--- config.mk ---
export PLATFORM = sky130hd
export DESIGN_NAME = execute_stage
export DESIGN_NICKNAME = d
export VERILOG_FILES = /design/src/rtl/execute_stage.sv
export SDC_FILE = /design/constraint.sdc
export NUM_CORES = 1
export LEC_CHECK = 0
export CORE_ASPECT_RATIO = 0.9
export CORE_UTILIZATION = 35
export CTS_BUF_LIST = sky130_fd_sc_hd__clkbuf_4 sky130_fd_sc_hd__clkbuf_8 sky130_fd_sc_hd__clkbuf_16
export DETAILED_ROUTE_END_ITERATION = 8
export PLACE_DENSITY_LB_ADDON = 0.12
export SYNTH_ARGS = -nofsm -noshare
export SYNTH_HDL_FRONTEND = slang
export SYNTH_SLANG_ARGS = --single-unit
--- constraint.sdc ---
create_clock -name clk -period 4.54 [get_ports clk]
set_input_delay 0.908 -clock clk [delete_from_list [all_inputs] [get_ports clk]]
set_output_delay 0.908 -clock clk [all_outputs]
set_load 0.005 [all_outputs]
--- src/rtl/execute_stage.sv ---
// Execute stage of the 16-bit pipeline.
// Computes the ALU result and registers it, together with the pass-through
// controls, into the execute/memory boundary. MUL runs as an iterative
// shift-add sequence and holds the upstream stages with stall until the
// product is ready.
module execute_stage #(
  parameter int WIDTH      = 16,
  parameter int MUL_CYCLES = 16
) (
  input  logic             clk,
  input  logic             rst,
  input  logic             flush,
  input  logic             wbs_in,
  input  logic             wme_in,
  input  logic             mm_in,
  input  logic [2:0]       ALUop_in,
  input  logic             wm_in,
  input  logic             am_in,
  input  logic             ni_in,
  input  logic [WIDTH-1:0] srcA_in,
  input  logic [WIDTH-1:0] srcB_in,
  output logic             stall,
  output logic             wbs_out,
  output logic             wme_out,
  output logic             mm_out,
  output logic             wm_out,
  output logic             am_out,
  output logic             ni_out,
  output logic [WIDTH-1:0] result_out,
  output logic [WIDTH-1:0] store_out,
  output logic             zero_out,
  output logic             neg_out
);

  localparam int SH_W  = $clog2(WIDTH);
  localparam int CNT_W = $clog2(MUL_CYCLES);
  localparam logic [CNT_W-1:0] LAST_ITER = CNT_W'(MUL_CYCLES - 1);

  typedef enum logic [1:0] {
    IDLE,
    MUL_BUSY,
    MUL_DONE
  } state_t;

  state_t             state;
  logic [WIDTH-1:0]   mcand;
  logic [WIDTH-1:0]   mplier;
  logic [WIDTH-1:0]   acc;
  logic [CNT_W-1:0]   count;

  logic               start_mul;
  logic               take;
  logic [SH_W-1:0]    shamt;
  logic [WIDTH-1:0]   alu_result;
  logic [WIDTH-1:0]   wr_result;

  assign shamt     = srcB_in[SH_W-1:0];
  assign start_mul = (ALUop_in == 3'b111) && !ni_in;

  // Single-cycle ALU; MUL is produced by the sequencer, so it yields 0 here.
  always_comb begin
    // NOTE: default first so every path assigns alu_result and no latch is inferred.
    alu_result = '0;
    case (ALUop_in)
      3'b000:  alu_result = srcA_in + srcB_in;
      3'b001:  alu_result = srcA_in - srcB_in;
      3'b010:  alu_result = srcA_in & srcB_in;
      3'b011:  alu_result = srcA_in | srcB_in;
      3'b100:  alu_result = srcA_in ^ srcB_in;
      3'b101:  alu_result = srcA_in << shamt;
      3'b110:  alu_result = srcA_in >> shamt;
      default: alu_result = '0;
    endcase
  end

  // Hold upstream while a MUL is starting or iterating; flush and reset release it.
  assign stall = !rst && !flush &&
                 (((state == IDLE) && start_mul) || (state == MUL_BUSY));

  // A real instruction is written either straight from IDLE or at MUL completion.
  assign take      = !flush && (((state == IDLE) && !start_mul) || (state == MUL_DONE));
  assign wr_result = (state == MUL_DONE) ? acc : alu_result;

  // Shift-add multiply sequencer.
  always_ff @(posedge clk or posedge rst) begin
    if (rst) begin
      state  <= IDLE;
      mcand  <= '0;
      mplier <= '0;
      acc    <= '0;
      count  <= '0;
    end else if (flush) begin
      state <= IDLE;
    end else begin
      // NOTE: non-blocking assignments so every register sees the pre-edge values.
      case (state)
        IDLE: begin
          if (start_mul) begin
            mcand  <= srcA_in;
            mplier <= srcB_in;
            acc    <= '0;
            count  <= '0;
            state  <= MUL_BUSY;
          end
        end
        MUL_BUSY: begin
          if (mplier[0]) acc <= acc + mcand;
          mcand  <= mcand << 1;
          mplier <= mplier >> 1;
          count  <= count + 1'b1;
          if (count == LAST_ITER) state <= MUL_DONE;
        end
        MUL_DONE: state <= IDLE;
        default:  state <= IDLE;
      endcase
    end
  end

  // Execute/memory boundary register: real result when taken, otherwise a bubble.
  always_ff @(posedge clk or posedge rst) begin
    if (rst) begin
      wbs_out    <= 1'b0;
      wme_out    <= 1'b0;
      mm_out     <= 1'b0;
      wm_out     <= 1'b0;
      am_out     <= 1'b0;
      ni_out     <= 1'b1;
      result_out <= '0;
      store_out  <= '0;
      zero_out   <= 1'b1;
      neg_out    <= 1'b0;
    end else if (take) begin
      wbs_out    <= wbs_in;
      wme_out    <= wme_in;
      mm_out     <= mm_in;
      wm_out     <= wm_in;
      am_out     <= am_in;
      ni_out     <= ni_in;
      result_out <= wr_result;
      store_out  <= srcB_in;
      zero_out   <= (wr_result == '0);
      neg_out    <= wr_result[WIDTH-1];
    end else begin
      wbs_out <= 1'b0;
      wme_out <= 1'b0;
      mm_out  <= 1'b0;
      wm_out  <= 1'b0;
      am_out  <= 1'b0;
      ni_out  <= 1'b1;
    end
  end

endmodule

==> summary.txt, run 1 <==
Finish
  • NumNets Final: approximately 1.2k
  • Layout area overhead: 27.25%
  • Ratio of cells with drive above 1 in the final layout: 15.17%
  • Commonest non-fill, non-tap cells in the layout: nand2_1, buf_4, o21ai_0
  • Most common cell after layout, fill and taps aside: nand2_1

Placement
  • DP HPWL: approximately 23,000 µm
  • Number of port buffers: 84
  • Final GP Congestion: roughly 0.94

Worst hold path
  • Worst hold start: result_out[6]
  • Hold Path End: result_out[6]
  • HP Class: reg -> reg
  • Worst Hold Depth: 2

Setup path
  • Flop2flop setup slack: approximately 1.5 ns
  • WP data arrival: between 4 and 5 ns
  • Critical Path RT: 4.80 ns
  • Worst R2R Path Depth: 11
  • R2R Path End: acc[14]
  • Crit. End Element: flip-flop
  • Worst reg2reg path startpoint: mcand[0]
  • Worst Path Max Fanout: 3
  • Type of the worst setup path: in -> reg
  • Kind of start point of the critical path: primary input

Synth
  • Prevailing post-synth register cell: dfrtp_1
  • Net Count, Synth: 1,054
  • Flops & latches, synth: 93
  • Asr flop ratio synth: 100.0%
  • Synth warn: 0
  • Synthesized instance count: roughly 940
  • Post-synthesis sequential area ratio: about 30%
  • Synth Cell Area: 7833 µm²
  • Number of enable flip-flop cells after synthesis: 0
  • Average cell area after synthesis: slightly above 8 µm²
  • Unique masters post-synth: between 70 and 80

Drt
  • Vias per cell: 5.617
  • DRT Pass-1 Iters: 5
  • Iter 0 DRT Violations: 688
  • Total routed wirelength: slightly below 30,000 µm
  • ANT nets after route: 0
  • WL/cell: 21.20 µm
  • Routed via count: between 7k and 8k
  • DRC Markers: 0

CTS
  • Post-CTS setup buffer count: 0
  • TritonCTS clock tree: yes
  • Hold_buf cts: 0
  • Post-cts resize count: 0
  • Clock root buffer: clkbuf_16
  • H-tree depth: 3
  • Max Root-Sink Buffers: 2
  • Later-pin clock latency in the skew report: 0.35 ns
  • Clk slew on worst S/H paths: around 0.080 ns
  • Clock Sinks: 93
  • CTS buffer count: 9

Floorplanning
  • Num ports: between 80 and 90
  • Die ar.: between 20,000 and 25,000 µm²
  • Die X: 159.7 µm
  • Initial Util: 36.00%
  • Die H: between 100 and 150 µm
  • Total core area: 21,760 µm²
  • # rows: 51

Timing
  • Final Hold Fails: 0
  • # setup viols final: 0
  • Least-Margin Pin Slew: around 1.1 ns
  • WHS: ~0.48 ns
  • Worst Skew: approximately 0.0066 ns
  • Highest Clock Rate: approximately 230 MHz
  • Worst slew margin: 25.33%
  • Final Max Tran Viols: 0
  • Fin crit share: between 90% and 100%
  • Setup TNS: 0 ns
  • Crit path time final: ~4.4 ns

Power
  • Worst vdd ir: approximately 0.17 mV
  • Leak: 4.447 nW
  • Pwr dens: ~280 nW/µm²
  • PnR Total Power: roughly 2.8 mW

Global routing
  • Antenna violations before repair: 0
  • Total gr overflow: 0
  • Largest net degree at the start of global routing: 75
  • Gr usage total: approximately a quarter
  • Number of global-route vias before repair: ~7.4k
  • First-pass GRT wire length: 44,960 µm

Run status
  • Status: finished, final reports clean

Job
  • Max Cap Viol: 0
[where the power goes]
part	internal [mW]	switching [mW]
clock network	0.392	0.374
registers	0.943	0.0810
logic	0.473	0.526
total	1.81	0.981
[final cells by class]
type,count,area (µm²)
fill,2197,11790
multi-input combinational,750,5151
sequential,93,2330
timing repair buffer,194,1662
tap,291,364.1
clock buffer,9,225.2
inverter,41,156.4
clock inverter,7,76.32
antenna,1,2.502
[worst max-delay path by stage]
stage	from	endpoint	slack, ns	depth (start not counted)
4_1_cts	srcB_in[2]	zero_out	0.1	18
5_1_grt	srcB_in[1]	zero_out	-0.03	18
6_report	srcB_in[1]	zero_out	0.18	18
3_5_place_dp	srcB_in[2]	zero_out	-0.25	18
3_3_place_gp	srcB_in[1]	zero_out	-0.12	17
2_1_floorplan	srcB_in[1]	zero_out	0.05	19
[logic make-up (layout without fill, tap and decap cells)]
logic type,Yosys count,after routing,synth area share [%]
simple gates,306,306,17.52
compound gates,304,304,24.86
buf+inv,100,251,5.256
flops,93,93,29.74
fa+ha+maj,67,67,10.89
mux,39,39,7.923
xor+xnor,34,34,3.802
other cells,0,1,0
[state kept, by name, indices dropped and copies added (netlist names)]
signal and cells:
wm_out 1, result_out 16, mcand 16, acc 16, mm_out 1, am_out 1, zero_out 1, mplier 16
wbs_out 1, state 2, count 4, wme_out 1, store_out 16, ni_out 1
[per-layer routing]
layer	vias to the layer above	part of all wire [%]	routed length, µm	track usage, %
met5	-	0	0	0
li1	3716	-	-	-
met3	48	8.8	2592	6.320
met2	333	43	12500	39.85
met4	0	2.5	747	7.794
met1	3688	46	13540	36.36
[stage by stage]
step	util (%)	std cells	setup slack [ns]	instance area (µm²)
floorplan	-	943	0.05033	7833
global placement	44.22	1369	-0.1234	9622
detailed placement	44.22	1369	-0.2543	9622
CTS	45.60	1385	0.09958	9923
global route	45.79	1385	-0.02714	9965
finish	45.81	1386	0.1788	9967
[worst max-delay path, stage by stage]
cell and delay (ns):
clkdlybuf4s50_1 0.48, buf_4 0.12, inv_1 0.05, ha_1 0.18, nand4_1 0.20, buf_4 0.15, nand2_1 0.06, xnor2_1 0.12
ha_1 0.21, or3_1 0.36, o22ai_1 0.19, a21oi_1 0.09, a31oi_1 0.36, xnor2_1 0.20, a2bb2oi_1 0.32, a21boi_1 0.21
nand4_1 0.12, o41ai_2 0.29
[synthesized netlist by cell type, types with 6 or more instances]
library cell	instances	area share, %
nand2_1	123	5.9
o21ai_0	97	6.2
nor2_1	93	4.5
dfrtp_1	91	29
a21oi_1	71	4.5
ha_1	65	10
clkbuf_1	44	2.1
inv_1	41	2.0
xnor2_1	25	2.8
a22oi_1	19	1.8
nor3_1	16	1.0
a211oi_1	15	1.4
mux2i_1	14	1.8
nand3_1	12	0.77
o221ai_1	12	1.3
mux4_2	11	3.2
nor2b_1	11	0.88
nand2b_1	10	0.80
a21o_1	9	0.86
mux2_2	9	1.3
o21a_1	9	0.86
xor2_1	9	1.0
and2_1	8	0.64
a22o_1	7	0.78
o31ai_1	7	0.67
a221oi_1	6	0.67
Power figures use the tool's default switching activity.
==> inputs of run 2 (changes only) <==
- CTS_CLUSTER_DIAMETER: unset -> 200
==> results of run 2 <==
Final layout, timing and power as in run 1 (identical DEF).
==> inputs of run 3 (changes only) <==
- CTS_BUF_LIST: sky130_fd_sc_hd__clkbuf_4 sky130_fd_sc_hd__clkbuf_8 sky130_fd_sc_hd__clkbuf_16 -> sky130_fd_sc_hd__clkbuf_16
- clock period: 4.54 -> 3.8 ns (I/O delays scaled with it)
==> run 3 against run 2 <==
Combinational power grew 39%. Sequential share of layout area shrank 2.2 points. Cell area grew 10%. Non-clock buffer count grew 91. Largest cell class unchanged. Flip-flop and latch count is the same. Sequential power grew 21%. Register-to-register slack lost 0.75 ns. Clock-buffer cell count is the same. First-iteration DRC count shrank 7.6%. Critical path type unchanged. Critical path depth shrank 3. Power grew 30%.
==> summary.txt, run 3 (synthesis gave the netlist of run 1 again) <==
Global routing
  • Met2 usage: 40.27% (+0.41 points)
  • Gr usage total: 27.16% (+1.0 points)
  • Grt peak-use layer: met2
  • First-pass GRT wire length: 46,440 µm (+3.3%)
  • Antenna violations before repair: 1 (+1)
  • Met1 Usage GRT: 39.78% (+3.4 points)
  • Total gr overflow: 0 (unchanged)
  • Largest net degree at the start of global routing: 71 (-5.3%)
  • M3 GR Usage: 4.935% (-1.4 points)
  • Number of global-route vias before repair: 7,627 (+2.7%)

Setup path
  • WP data arrival: 4.01 ns (-0.61 ns)
  • Kind of start point of the critical path: primary input
  • Crit. End Element: flip-flop
  • Critical Path RT: 4.06 ns (-0.74 ns)
  • Worst R2R Path Depth: 11 (unchanged)
  • Type of the worst setup path: in -> reg
  • Worst Path Max Fanout: 3 (unchanged)

Timing
  • Fin crit share: between 90% and 100%
  • Least-Margin Pin Slew: 0.8935 ns (-0.2242 ns)
  • Final Hold Fails: 0 (unchanged)
  • # setup viols final: 0 (unchanged)
  • Worst slew margin: 40.31% (+15 points)
  • RSZ-0062 raised after global routing: true
  • Worst Skew: 0.009370 ns (+0.002814 ns)
  • Final Max Tran Viols: 0 (unchanged)
  • WHS: 0.4805 ns (-0.0003880 ns)
  • Setup TNS: 0 ns (unchanged)
  • Highest Clock Rate: 266.5 MHz
  • Crit path time final: roughly 3.8 ns

CTS
  • TritonCTS clock tree: yes
  • Clock root buffer: clkbuf_16
  • CTS buffer count: 9 (unchanged)
  • Clock Sinks: 93 (unchanged)
  • H-tree depth: 3 (unchanged)
  • Later-pin clock latency in the skew report: 0.36 ns (about the same)
  • Max Root-Sink Buffers: 2 (unchanged)
  • Clk slew on worst S/H paths: 0.07 ns (about the same)
  • Hold_buf cts: 0 (unchanged)

Drt
  • WL/cell: 20.79 µm (-1.9%)
  • Routed via count: 8,077 (+3.8%)
  • DRT Pass-1 Iters: 5 (unchanged)
  • DRC Markers: 0 (unchanged)
  • Vias per cell: 5.469 (-2.6%)
  • Iter 0 DRT Violations: 636 (-7.6%)
  • Total routed wirelength: 30,700 µm (+4.5%)
  • ANT nets after route: 0 (unchanged)

Power
  • Leak: 4.989 nW (+12%)
  • Worst vdd ir: 0.2024 mV (+16%)
  • Pwr dens: 331.1 nW/µm² (+18%)
  • PnR Total Power: 3.638 mW (+30%)

Placement
  • DP HPWL: 23,900 µm (+5.5%)
  • Dpl cells: 1,450 (+5.9%)
  • Final GP Congestion: 0.9755 (+3.3%)
  • Number of port buffers: 84 (unchanged)

Floorplanning
  • Initial Util: 36.00% (unchanged)
  • Die X: 159.7 µm (unchanged)
  • Die H: 143.9 µm (unchanged)
  • Num ports: 85 (unchanged)
  • # rows: 51 (unchanged)
  • Total core area: 21,760 µm² (unchanged)
  • Die ar.: 22,980 µm² (unchanged)

Run status
  • Status: finished, final reports clean

Finish
  • Commonest non-fill, non-tap cells in the layout: buf_4, nand2_1, dfrtp_1
  • NumNets Final: 1,291 (+7.6%)
  • Most common cell after layout, fill and taps aside: buf_4
  • Layout area overhead: 40.27%
  • Ratio of cells with drive above 1 in the final layout: 26.08% (+11 points)
  • Final Util: 50.49% (+4.7 points)
  • Layout Cells excl Fill: 1,477 (+6.6%)

Worst hold path
  • HP Class: reg -> reg
  • Worst Hold Depth: 2 (unchanged)

Job
  • Max Cap Viol: 0 (unchanged)
==> run 3: layout make-up <==
class	instances	area (µm²)
Antenna cell	1	2.502
Clock buffer	9	225.2
Clock inverter	7	105.1
Fill cell	2087	10770
Inverter	41	171.4
Multi-Input combinational cell	750	5434
Sequential cell	93	2330
Tap cell	291	364.1
Timing Repair Buffer	285	2355
==> run 3: metrics by stage <==
| step | setup WS, ns | area, µm² |
|---|---|---|
| after floorplan | -0.2562 | 7964 |
| final | 0.04817 | 10990 |
| after global routing | -0.1339 | 10980 |
| after CTS | -0.002903 | 10740 |
| after detailed placement | -0.8711 | 10310 |
| after global placement | -0.8738 | 10310 |
==> run 3: repair_timing <==
item,4_1_cts,5_1_grt
setup endpoints to repair,8,8
setup buffers,4,7
pin swaps,20,37
resized for setup,31,61
==> run 3: layer usage <==
layer | vias to the layer above | share of wire [%]
li1 | 3897 | -
met1 | 3810 | 48
met2 | 319 | 41
met3 | 51 | 8.4
met4 | 0 | 2.5
met5 | - | 0
==> run 3: critical path, cell delays in order <==
cell	delay, ns
clkdlybuf4s50_1	0.43
buf_4	0.15
and2_4	0.16
nor2_1	0.16
xnor2_1	0.15
ha_1	0.29
buf_4	0.15
nor2b_1	0.12
o32ai_1	0.10
or4_4	0.52
a21oi_2	0.23
nand3_1	0.11
and4bb_1	0.28
nand4_1	0.11
o41ai_2	0.30
==> run 3: power by group <==
part | total [mW] | leakage (nW) | internal [mW] | switching [mW]
Sequential | 1.23 | 1.20 | 1.13 | 0.100
Combinational | 1.39 | 3.63 | 0.696 | 0.694
Clock | 1.02 | 0.164 | 0.589 | 0.432
Total | 3.64 | 4.99 | 2.41 | 1.23
==> run 3: final timing paths <==
| path | start | end | slack [ns] |
|---|---|---|---|
| setup / recovery | ALUop_in[0] | zero_out | 0.05 |
| hold / removal | result_out[7] | result_out[7] | 0.48 |
| setup reg to reg | acc[0] | acc[14] | 0.78 |
| hold reg to reg | result_out[7] | result_out[7] | 0.48 |
| max in group asynchronous | rst | zero_out | 2.22 |
| min in group asynchronous | rst | acc[10] | 0.89 |
